===== config.mk =====
export PLATFORM = sky130hd
export DESIGN_NAME = uart_frame_transmitter_flat
export DESIGN_NICKNAME = d
export VERILOG_FILES = /design/src/rtl/uart_frame_transmitter_pkg.sv /design/src/rtl/uart_frame_transmitter_if.sv /design/src/rtl/uart_frame_transmitter_baud_counter.sv /design/src/rtl/uart_frame_transmitter.sv /design/src/flat_wrapper.sv
export SDC_FILE = /design/constraint.sdc
export NUM_CORES = 1
export LEC_CHECK = 0
export CAP_MARGIN = 30
export CORE_MARGIN = 2
export CORE_UTILIZATION = 45
export CTS_BUF_LIST = sky130_fd_sc_hd__clkbuf_4 sky130_fd_sc_hd__clkbuf_8
export CTS_CLUSTER_SIZE = 16
export DETAILED_ROUTE_END_ITERATION = 10
export PLACE_DENSITY_LB_ADDON = 0.25
export SYNTH_ARGS = -nofsm -noshare
export SYNTH_HDL_FRONTEND = slang
export SYNTH_SLANG_ARGS = --single-unit

===== constraint.sdc =====
create_clock -name clk -period 8.5 [get_ports clk]
set_input_delay 0.85 -clock clk [delete_from_list [all_inputs] [get_ports clk]]
set_output_delay 0.85 -clock clk [all_outputs]
set_load 0.02 [all_outputs]

===== src/rtl/uart_frame_transmitter_pkg.sv =====
// Shared types and helpers for the UART frame transmitter.
// TX_BREAK_EN adds the BREAK state to the state encoding.
package uart_pkg;

`ifdef TX_BREAK_EN
    typedef enum logic [2:0] {
        IDLE,
        READ_ENABLE,
        LOAD,
        START,
        DATA,
        PARITY,
        STOP,
        BREAK
    } state_e;
`else
    typedef enum logic [2:0] {
        IDLE,
        READ_ENABLE,
        LOAD,
        START,
        DATA,
        PARITY,
        STOP
    } state_e;
`endif

    typedef enum logic [1:0] {
        PAR_NONE = 2'd0,
        PAR_EVEN = 2'd1,
        PAR_ODD  = 2'd2
    } parity_e;

    localparam int unsigned DIV_MAX = 65535;

    // Clocks per bit when the runtime divisor is left at zero.
    function automatic int unsigned default_div(
        input int unsigned clk_hz,
        input int unsigned baud
    );
        if (baud == 0) begin
            return 0;
        end
        return clk_hz / baud;
    endfunction

    // Bits needed to count from 0 up to v-1.
    function automatic int unsigned clog2_w(input int unsigned v);
        int unsigned r;
        int unsigned p;
        r = 0;
        p = 1;
        while (p < v) begin
            p = p << 1;
            r = r + 1;
        end
        return r;
    endfunction

endpackage


===== src/rtl/uart_frame_transmitter_if.sv =====
// FIFO-side and line-side signals of the UART frame transmitter.
// brk exists only when TX_BREAK_EN is defined.
interface uart_frame_transmitter_if #(
    parameter logic [31:0] WORD_WIDTH = 32'd8
);
    logic [WORD_WIDTH-1:0] din;
    logic                  empty;
    logic                  re;
    logic [1:0]            parity_mode;
    logic                  two_stop;
    logic [15:0]           divisor;
    logic                  busy;
    logic                  dout;
`ifdef TX_BREAK_EN
    logic                  brk;
`endif

    modport master (
`ifdef TX_BREAK_EN
        input  brk,
`endif
        input  din,
        input  empty,
        input  parity_mode,
        input  two_stop,
        input  divisor,
        output re,
        output busy,
        output dout
    );

    modport slave (
`ifdef TX_BREAK_EN
        output brk,
`endif
        output din,
        output empty,
        output parity_mode,
        output two_stop,
        output divisor,
        input  re,
        input  busy,
        input  dout
    );

endinterface


===== src/rtl/uart_frame_transmitter_baud_counter.sv =====
// Bit-time counter: ticks bit_done on the last cycle of each bit.
// Held at zero while clr is high so every bit starts from a clean count.
module uart_baud_counter (
    input  logic        clk,
    input  logic        rst,
    input  logic        clr,
    input  logic [15:0] div,
    output logic        bit_done
);

    logic [15:0] cnt;

    assign bit_done = !clr && (cnt == div - 16'd1);

    // Count up to div-1, then wrap for the next bit.
    always_ff @(posedge clk or posedge rst) begin
        if (rst) begin
            cnt <= '0;
        end else if (clr || bit_done) begin
            cnt <= '0;
        end else begin
            cnt <= cnt + 16'd1;
        end
    end

endmodule


===== src/rtl/uart_frame_transmitter.sv =====
// UART serialiser draining a standard FIFO onto the TX pin.
// Define TX_BREAK_EN to add line-break generation via brk.
module uart_frame_transmitter
    import uart_pkg::*;
#(
    parameter logic [31:0] CLOCK_FREQUENCY = 32'd100_000_000,
    parameter logic [31:0] BAUD_RATE       = 32'd230400,
    parameter logic [31:0] WORD_WIDTH      = 32'd8
) (
    input  logic                     clk,
    input  logic                     rst,
    uart_frame_transmitter_if.master bus
);

    localparam int unsigned DEF_DIV =
        default_div(CLOCK_FREQUENCY, BAUD_RATE);
    localparam int IDX_W = clog2_w(WORD_WIDTH + 32'd1);
    localparam logic [IDX_W-1:0] LAST_IDX = IDX_W'(WORD_WIDTH - 32'd1);

    if (WORD_WIDTH < 32'd5 || WORD_WIDTH > 32'd9) begin : g_bad_width
        $error("WORD_WIDTH must be within 5..9");
    end

    if (DEF_DIV < 1 || DEF_DIV > DIV_MAX) begin : g_bad_div
        $error("CLOCK_FREQUENCY/BAUD_RATE must be within 1..65535");
    end

    state_e                state;
    logic [WORD_WIDTH-1:0] sr;
    logic [IDX_W-1:0]      idx;
    logic                  par_bit;
    logic                  par_en;
    logic                  two_q;
    logic [15:0]           div_q;
    logic                  re_q;
    logic                  busy_q;
    logic                  dout_q;
    logic                  cnt_clr;
    logic                  bit_done;
    logic [15:0]           eff_div;
`ifdef TX_BREAK_EN
    logic                  brk_tail;
`endif

    assign eff_div = (bus.divisor == 16'd0) ? 16'(DEF_DIV) : bus.divisor;

    assign bus.re   = re_q;
    assign bus.busy = busy_q;
    assign bus.dout = dout_q;

    // Bit timer runs only in states that hold the line for bit times.
    always_comb begin
        cnt_clr = 1'b1;
        unique case (state)
            START, DATA, PARITY, STOP: cnt_clr = 1'b0;
`ifdef TX_BREAK_EN
            BREAK:                     cnt_clr = !brk_tail;
`endif
            default:                   cnt_clr = 1'b1;
        endcase
    end

    uart_baud_counter u_baud (
        .clk      (clk),
        .rst      (rst),
        .clr      (cnt_clr),
        .div      (div_q),
        .bit_done (bit_done)
    );

    // Frame sequencer with registered re/busy/dout.
    always_ff @(posedge clk or posedge rst) begin
        if (rst) begin
            state    <= IDLE;
            sr       <= '0;
            idx      <= '0;
            par_bit  <= 1'b0;
            par_en   <= 1'b0;
            two_q    <= 1'b0;
            div_q    <= '0;
            re_q     <= 1'b0;
            busy_q   <= 1'b0;
            dout_q   <= 1'b1;
`ifdef TX_BREAK_EN
            brk_tail <= 1'b0;
`endif
        end else begin
            re_q <= 1'b0;
            unique case (state)
                IDLE: begin
`ifdef TX_BREAK_EN
                    if (bus.brk) begin
                        state    <= BREAK;
                        busy_q   <= 1'b1;
                        dout_q   <= 1'b0;
                        brk_tail <= 1'b0;
                        div_q    <= eff_div;
                        idx      <= '0;
                    end else
`endif
                    if (!bus.empty) begin
                        state  <= READ_ENABLE;
                        re_q   <= 1'b1;
                        busy_q <= 1'b1;
                    end
                end
                READ_ENABLE: begin
                    state <= LOAD;
                end
                LOAD: begin
                    sr      <= bus.din;
                    par_bit <= (bus.parity_mode == PAR_ODD) ?
                               ~^bus.din : ^bus.din;
                    par_en  <= (bus.parity_mode == PAR_EVEN) ||
                               (bus.parity_mode == PAR_ODD);
                    two_q   <= bus.two_stop;
                    div_q   <= eff_div;
                    dout_q  <= 1'b0;
                    state   <= START;
                end
                START: begin
                    if (bit_done) begin
                        state  <= DATA;
                        dout_q <= sr[0];
                        idx    <= '0;
                    end
                end
                DATA: begin
                    if (bit_done) begin
                        if (idx == LAST_IDX) begin
                            idx <= '0;
                            if (par_en) begin
                                state  <= PARITY;
                                dout_q <= par_bit;
                            end else begin
                                state  <= STOP;
                                dout_q <= 1'b1;
                            end
                        end else begin
                            idx    <= idx + 1'b1;
                            sr     <= sr >> 1;
                            dout_q <= sr[1];
                        end
                    end
                end
                PARITY: begin
                    if (bit_done) begin
                        state  <= STOP;
                        dout_q <= 1'b1;
                        idx    <= '0;
                    end
                end
                STOP: begin
                    if (bit_done) begin
                        if (two_q && idx == '0) begin
                            idx <= idx + 1'b1;
                        end else begin
                            state  <= IDLE;
                            busy_q <= 1'b0;
                            idx    <= '0;
                        end
                    end
                end
`ifdef TX_BREAK_EN
                BREAK: begin
                    if (!brk_tail) begin
                        if (!bus.brk) begin
                            brk_tail <= 1'b1;
                            dout_q   <= 1'b1;
                        end
                    end else if (bit_done) begin
                        if (idx == '0) begin
                            idx <= idx + 1'b1;
                        end else begin
                            state    <= IDLE;
                            busy_q   <= 1'b0;
                            brk_tail <= 1'b0;
                            idx      <= '0;
                        end
                    end
                end
`endif
                default: begin
                    state <= IDLE;
                end
            endcase
        end
    end

endmodule

===== src/flat_wrapper.sv =====
// flat-port wrapper written by rule: the top's interface ports become plain ports
module uart_frame_transmitter_flat import uart_pkg::*;
#(
    parameter logic [31:0] CLOCK_FREQUENCY = 32'd100_000_000,
    parameter logic [31:0] BAUD_RATE       = 32'd230400,
    parameter logic [31:0] WORD_WIDTH      = 32'd8
)
  (clk, rst, bus_din, bus_empty, bus_parity_mode, bus_two_stop, bus_divisor, bus_re, bus_busy, bus_dout);
  uart_frame_transmitter_if #(.WORD_WIDTH(WORD_WIDTH)) bus_i ();
  input  logic clk;
  input  logic rst;
  input wire logic [$bits(bus_i.din)-1:0] bus_din;
  input wire logic [$bits(bus_i.empty)-1:0] bus_empty;
  input wire logic [$bits(bus_i.parity_mode)-1:0] bus_parity_mode;
  input wire logic [$bits(bus_i.two_stop)-1:0] bus_two_stop;
  input wire logic [$bits(bus_i.divisor)-1:0] bus_divisor;
  output wire logic [$bits(bus_i.re)-1:0] bus_re;
  output wire logic [$bits(bus_i.busy)-1:0] bus_busy;
  output wire logic [$bits(bus_i.dout)-1:0] bus_dout;
  assign bus_i.din = bus_din;
  assign bus_i.empty = bus_empty;
  assign bus_i.parity_mode = bus_parity_mode;
  assign bus_i.two_stop = bus_two_stop;
  assign bus_i.divisor = bus_divisor;
  assign bus_re = bus_i.re;
  assign bus_busy = bus_i.busy;
  assign bus_dout = bus_i.dout;
  uart_frame_transmitter #(.CLOCK_FREQUENCY(CLOCK_FREQUENCY), .BAUD_RATE(BAUD_RATE), .WORD_WIDTH(WORD_WIDTH)) u_core (.clk(clk), .rst(rst), .bus(bus_i));
endmodule

# --- After elaboration in Yosys (flattened, before gate mapping) ---
# Cells that the tools add are included.
op_classes:
  mux: 34
  add_sub_neg: 3
  n_reduce_logical: 20
  eq_ne: 19
ops:
  columns: ["op", "n"]
  rows:
  - ["two-way mux 16 bit", 2]
  - ["two-way mux 3 bit", 7]
  - ["one-hot mux 3 bit (7 select lines)", 1]
  - ["two-way mux 4 bit", 5]
  - ["adder 16 x 1 -> 16 bit (second input constant)", 1]
  - ["== test 16 bit", 1]
  - ["logical NOT 16 bit", 1]
  - ["two-way mux 8 bit", 2]
  - ["one-hot mux 8 bit (2 select lines)", 1]
  - ["subtractor 16 x 1 -> 16 bit (second input constant)", 1]
  - ["!= test 2 bit (second input constant)", 7]
  - ["two-way mux 1 bit", 12]
  - ["one-hot mux 4 bit (3 select lines)", 1]
  - ["AND reduction 4 bit", 3]
  - ["== test 3 bit (second input constant)", 3]
  - ["XNOR reduction 8 bit", 1]
  - ["XOR reduction 8 bit", 1]
  - ["AND reduction 7 bit", 1]
  - ["== test 3 x 2 -> 1 bit (second input constant)", 2]
  - ["adder 4 x 1 -> 4 bit (second input constant)", 1]
  - ["== test 4 x 3 -> 1 bit (second input constant)", 1]
  - ["logical NOT 4 bit", 1]
  - ["!= test 2 x 1 -> 1 bit (second input constant)", 2]
  - ["one-hot mux 1 bit (4 select lines)", 1]
  - ["14 further kinds", 17]
word_totals:
  inputBits: 30
  word_cells: 87
  out_inout_bits: 3
  regBits: 53

# --- Logic depth before layout (Yosys ltp) ---
logic_depth:
  ltp_word: 5
  ltp_mapped: 12

# --- Cells and area by module ---
# A second synthesis with hierarchy kept.
unflattened:
  cells_unflattened: 327
  area_unflattened_um2: 3458.3
by_module_without_submodules:
  columns: ["module", "instances", "cells_per_inst", "area_each_um2", "seq_area_each_um2"]
  rows:
  - ["uart_frame_transmitter", 1, 159, 1915.6, 927.1]
  - ["uart_baud_counter", 1, 168, 1542.7, 400.4]

# --- Worst setup path after synthesis ---
# OpenSTA, ideal clock, no wires.
synth_path:
  kind: "reg2reg"
  startpoint: "reg u_core.div_q[0]"
  endpoint: "reg u_core.u_baud.cnt[0]"
  stages_incl_launch_ff: 13
  path_buffers: 3
  required_ps: 8375
  path_slack_ps: 5597
  setup_ps: 125
  synth_period_minus_slack_ps: 2903
  t_arrival_ps: 2778
  path_cell_list: "dfrtp_1 -> inv_1 -> ha_1 -> nor3b_1 -> nand2_1 -> o31a_1 -> a2111oi_0 -> and4_1 -> buf_6 -> or2_1 -> buf_6 -> buf_8 -> nor2_1"
synth_via:
  elab_chain_cells: 5
synth_lines:
  columns: ["item", "line_no", "source"]
  rows:
  - ["start, declared", "uart_frame_transmitter.sv:34", "logic [15:0] div_q;"]
  - ["start signal, assigned", "uart_frame_transmitter.sv:117", "div_q <= eff_div;"]
  - ["subtractor 16 x 1 -> 16 bit", "uart_frame_transmitter_baud_counter.sv:13", "assign bit_done = !clr && (cnt == div - 16'd1);"]
  - ["== test 16 bit", "uart_frame_transmitter_baud_counter.sv:13", null]
  - ["logical AND 1 bit", "uart_frame_transmitter_baud_counter.sv:13", null]
  - ["logical OR 1 bit", "uart_frame_transmitter_baud_counter.sv:19", "end else if (clr || bit_done) begin"]
  - ["two-way mux 16 bit", "uart_frame_transmitter_baud_counter.sv:19", null]
  - ["end signal, assigned", "uart_frame_transmitter_baud_counter.sv:22", "cnt <= cnt + 16'd1;"]
  - ["end, declared", "uart_frame_transmitter_baud_counter.sv:11", "logic [15:0] cnt;"]
# Every way passes these cells.
# A chain may end at the register's enable or synchronous reset.

# --- Worst setup path in the final report ---
layout_path:
  startpoint: "reg u_core.div_q[0]"
  endpoint: "reg u_core.u_baud.cnt[12]"
# Same word-level chain as after synthesis.

==> run metrics <==
worst setup path category flip-flop to flip-flop; depth of the CTS H-tree 2; Pre-antenna DRT Iters 7; later-pin clock latency in the skew report approximately 320 ps; CP arrival 4000 ps; total leakage power 1.51 nW; post-synthesis register bit count 53; setup repair after global routing missed its margin no; nature of the critical path endpoint flip-flop; CTS tree done; P per Cell Area 143 nW/um^2; cell breakdown of the critical path inv_1 > ha_1 > nor3b_1 > nand2_1 > o31a_1 > a2111oi_0 > and4_1 > or2_1 > nor2_1; element type at the critical path start flip-flop; total number of yosys warnings 0; drt via density 5.64; clock sinks 53; CTS max path bufs 2; share of layout cells above drive strength 1 0.0946; ys async rst share 1.00; layer carrying the most global-route usage met2; TritonCTS buffer count 5; # Max-Cap Violations 0; GR Overflow Total 0; met2 demand-to-capacity share in global routing 0.304; count of antenna-violating nets left after detailed routing 0; slew of the pin with the lowest slew margin approximately 870 ps; Hold Slack 493 ps; setup_tns 0 ps; highest attainable clock frequency between 200 and 300 MHz; CP max-delay cell sky130_fd_sc_hd__a2111oi_0; worst min-delay path category flip-flop to flip-flop; distinct cell type count of the synthesized netlist 55; net switching power 0.150 mW; final cell utilization of the core 0.518; EDFF count, synth 0; sum of net half-perimeters after detailed placement 5.17 mm; period utilization 0.450; GRT met1 Usage 0.255; routability congestion estimate from global placement roughly 0.88; count of nets after finishing 404; met3 global-route usage 0.0388; Clock Root Buffer sky130_fd_sc_hd__clkbuf_8; internal power consumption around 0.38 mW; Top Family by Delay on Critical Path simple AND/OR/NAND/NOR gates; total count of hold-check failures in the final report 0; Mapped Cells 347; floorplan die width 89.5 um; average routed wire per standard cell 15.5 um; Finish-stage setup viols 0; number of primary I/O pins 33; Worst-path clk slew 100 ps; prevailing post-synth register cell sky130_fd_sc_hd__dfrtp_1; DRC 0; number of diodes 0; maximum vdd drop just over 0.00007 V; Post-Syn Area 3290 um^2; core area just over 7000 um^2; sequential cell area fraction in the yosys report 0.404; top library cells by usage in the layout, fill and taps aside 52 x sky130_fd_sc_hd__dfrtp_1, 36 x sky130_fd_sc_hd__nor2_1, 32 x sky130_fd_sc_hd__clkdlybuf4s50_1; wire length of the first global-routing pass 11.6 mm; # placed instances 461; sequential group share of total power 0.550; Worst Path Buf+Inv 1; number of global-route vias before repair 2,366; critical-path maximum fanout 17; sum of internal, switching and leakage power approximately 0.53 mW; post-synth net total between 300 and 400; average footprint of a synthesized cell 9.48 um^2; outcome completed; post-CTS setup buffer count 0; # fillers 654; total die area 8010 um^2; maximum number of pins on one net before global-route repair 54; effective utilization at floorplan 0.458; post-cts repair resize count 0; Sw Ratio 0.282; hold_buf cts 0; final clock skew about 11 ps; part of the power in the clock network 0.272; die height 89.5 um; placement row count 31; final std cells w/o fill about 470; final wirelength 7.27 mm; total via count after detailed routing between 2,000 and 3,000; number of DRC markers after the initial detailed-route iteration 173; number of antenna violations at the first check in global routing 0; critical path data required time 8680 ps; delay of the slowest cell on the worst path 730 ps; I/O Buffers 32; Relative slew margins 0.406; power share of the combinational group 0.177; final max-slew violation count 0; commonest non-fill, non-tap cell in the layout sky130_fd_sc_hd__dfrtp_1; combined global-route utilization of all metal layers 0.188; shortest period the worst path allows 3830 ps; layout overhead on the synthesized area 13.0%
==> power groups by stage <==
| stage | combinational [mW] | clock (mW) | sequential [mW] |
|---|---|---|---|
| CTS | 0.0954 | 0.149 | 0.292 |
| global placement | 0.0926 | 0 | 0.297 |
| floorplan | 0.0725 | 0 | 0.288 |
| finish | 0.0943 | 0.145 | 0.293 |
| global route | 0.107 | 0.159 | 0.296 |
| detailed placement | 0.0945 | 0 | 0.297 |
==> stage by stage <==
stage / area [um^2] / setup slack (ps)
after floorplan: 3290 / 5600
after global placement: 3630 / 4810
after detailed placement: 3630 / 4710
after CTS: 3720 / 4680
after global routing: 3720 / 4380
final: 3720 / 4670
==> worst paths after layout <==
| kind | startpoint | cells after the start | slack, ps | endpoint |
|---|---|---|---|---|
| worst max-delay path | u_core.div_q[0] | 9 | 4670 | u_core.u_baud.cnt[12] |
| worst max register to register | u_core.div_q[0] | 9 | 4670 | u_core.u_baud.cnt[12] |
| max in group asynchronous | rst | 3 | 7010 | u_core.div_q[6] |
| worst min register to register | u_core.bus.busy | 1 | 490 | u_core.bus.busy |
| min in group asynchronous | rst | 3 | 1030 | u_core.par_en |
| worst min-delay path | u_core.bus.busy | 1 | 490 | u_core.bus.busy |
==> cell usage after synthesis (all sizes together), types with 3 or more instances <==
cell type,instances,share of area
xnor2,23,0.061
nand4,5,0.011
dfrtp,52,0.40
nor2b,6,0.011
buf,8,0.024
nor3,7,0.011
mux2i,3,0.0091
or4,4,0.010
nand2b,3,0.0057
inv,13,0.015
a21o,3,0.0068
xor2,18,0.048
nor2,37,0.042
mux2,13,0.045
ha,5,0.019
nor4,13,0.029
o22a,3,0.0080
clkbuf,11,0.013
nand2,24,0.027
a31oi,3,0.0057
a21oi,6,0.0091
nand3b,3,0.0068
nand3,12,0.018
and3,13,0.025
a222oi,7,0.021
o21ai,21,0.032
==> registers in the layout, summed over array words and instances, names as in the netlist <==
name,flops
u_core.div_q,16
u_core.state,3
u_core.bus.busy,1
u_core.idx,4
u_core.sr,8
u_core.bus.dout,1
u_core.u_baud.cnt,16
u_core.par_bit,1
u_core.two_q,1
u_core.bus.re,1
u_core.par_en,1
==> logic make-up after synthesis <==
family          synth area share
fa+ha+maj                 0.0190
buf+inv                   0.0513
mux                       0.0536
simple gates               0.229
xor+xnor                   0.109
flops                      0.404
compound gates             0.134
==> final cells by class <==
type / instances / area [um^2] / share of cell area
sequential: 53 / 1330 / 0.357
inverter: 13 / 48.8 / 0.0131
clock buffer: 6 / 76.3 / 0.0205
tap: 99 / 124 / 0.0333
multi-input combinational: 262 / 1800 / 0.483
clock inverter: 2 / 10.0 / 0.00269
timing repair buffer: 34 / 335 / 0.0902
==> layer usage <==
metal | wire length, um | vias up
met4 | 83 | 0
met1 | 3370 | 1273
met5 | 0 | -
met3 | 326 | 9
li1 | - | 1292
met2 | 3490 | 72
Note: power is estimated with default switching activity, not from simulation.
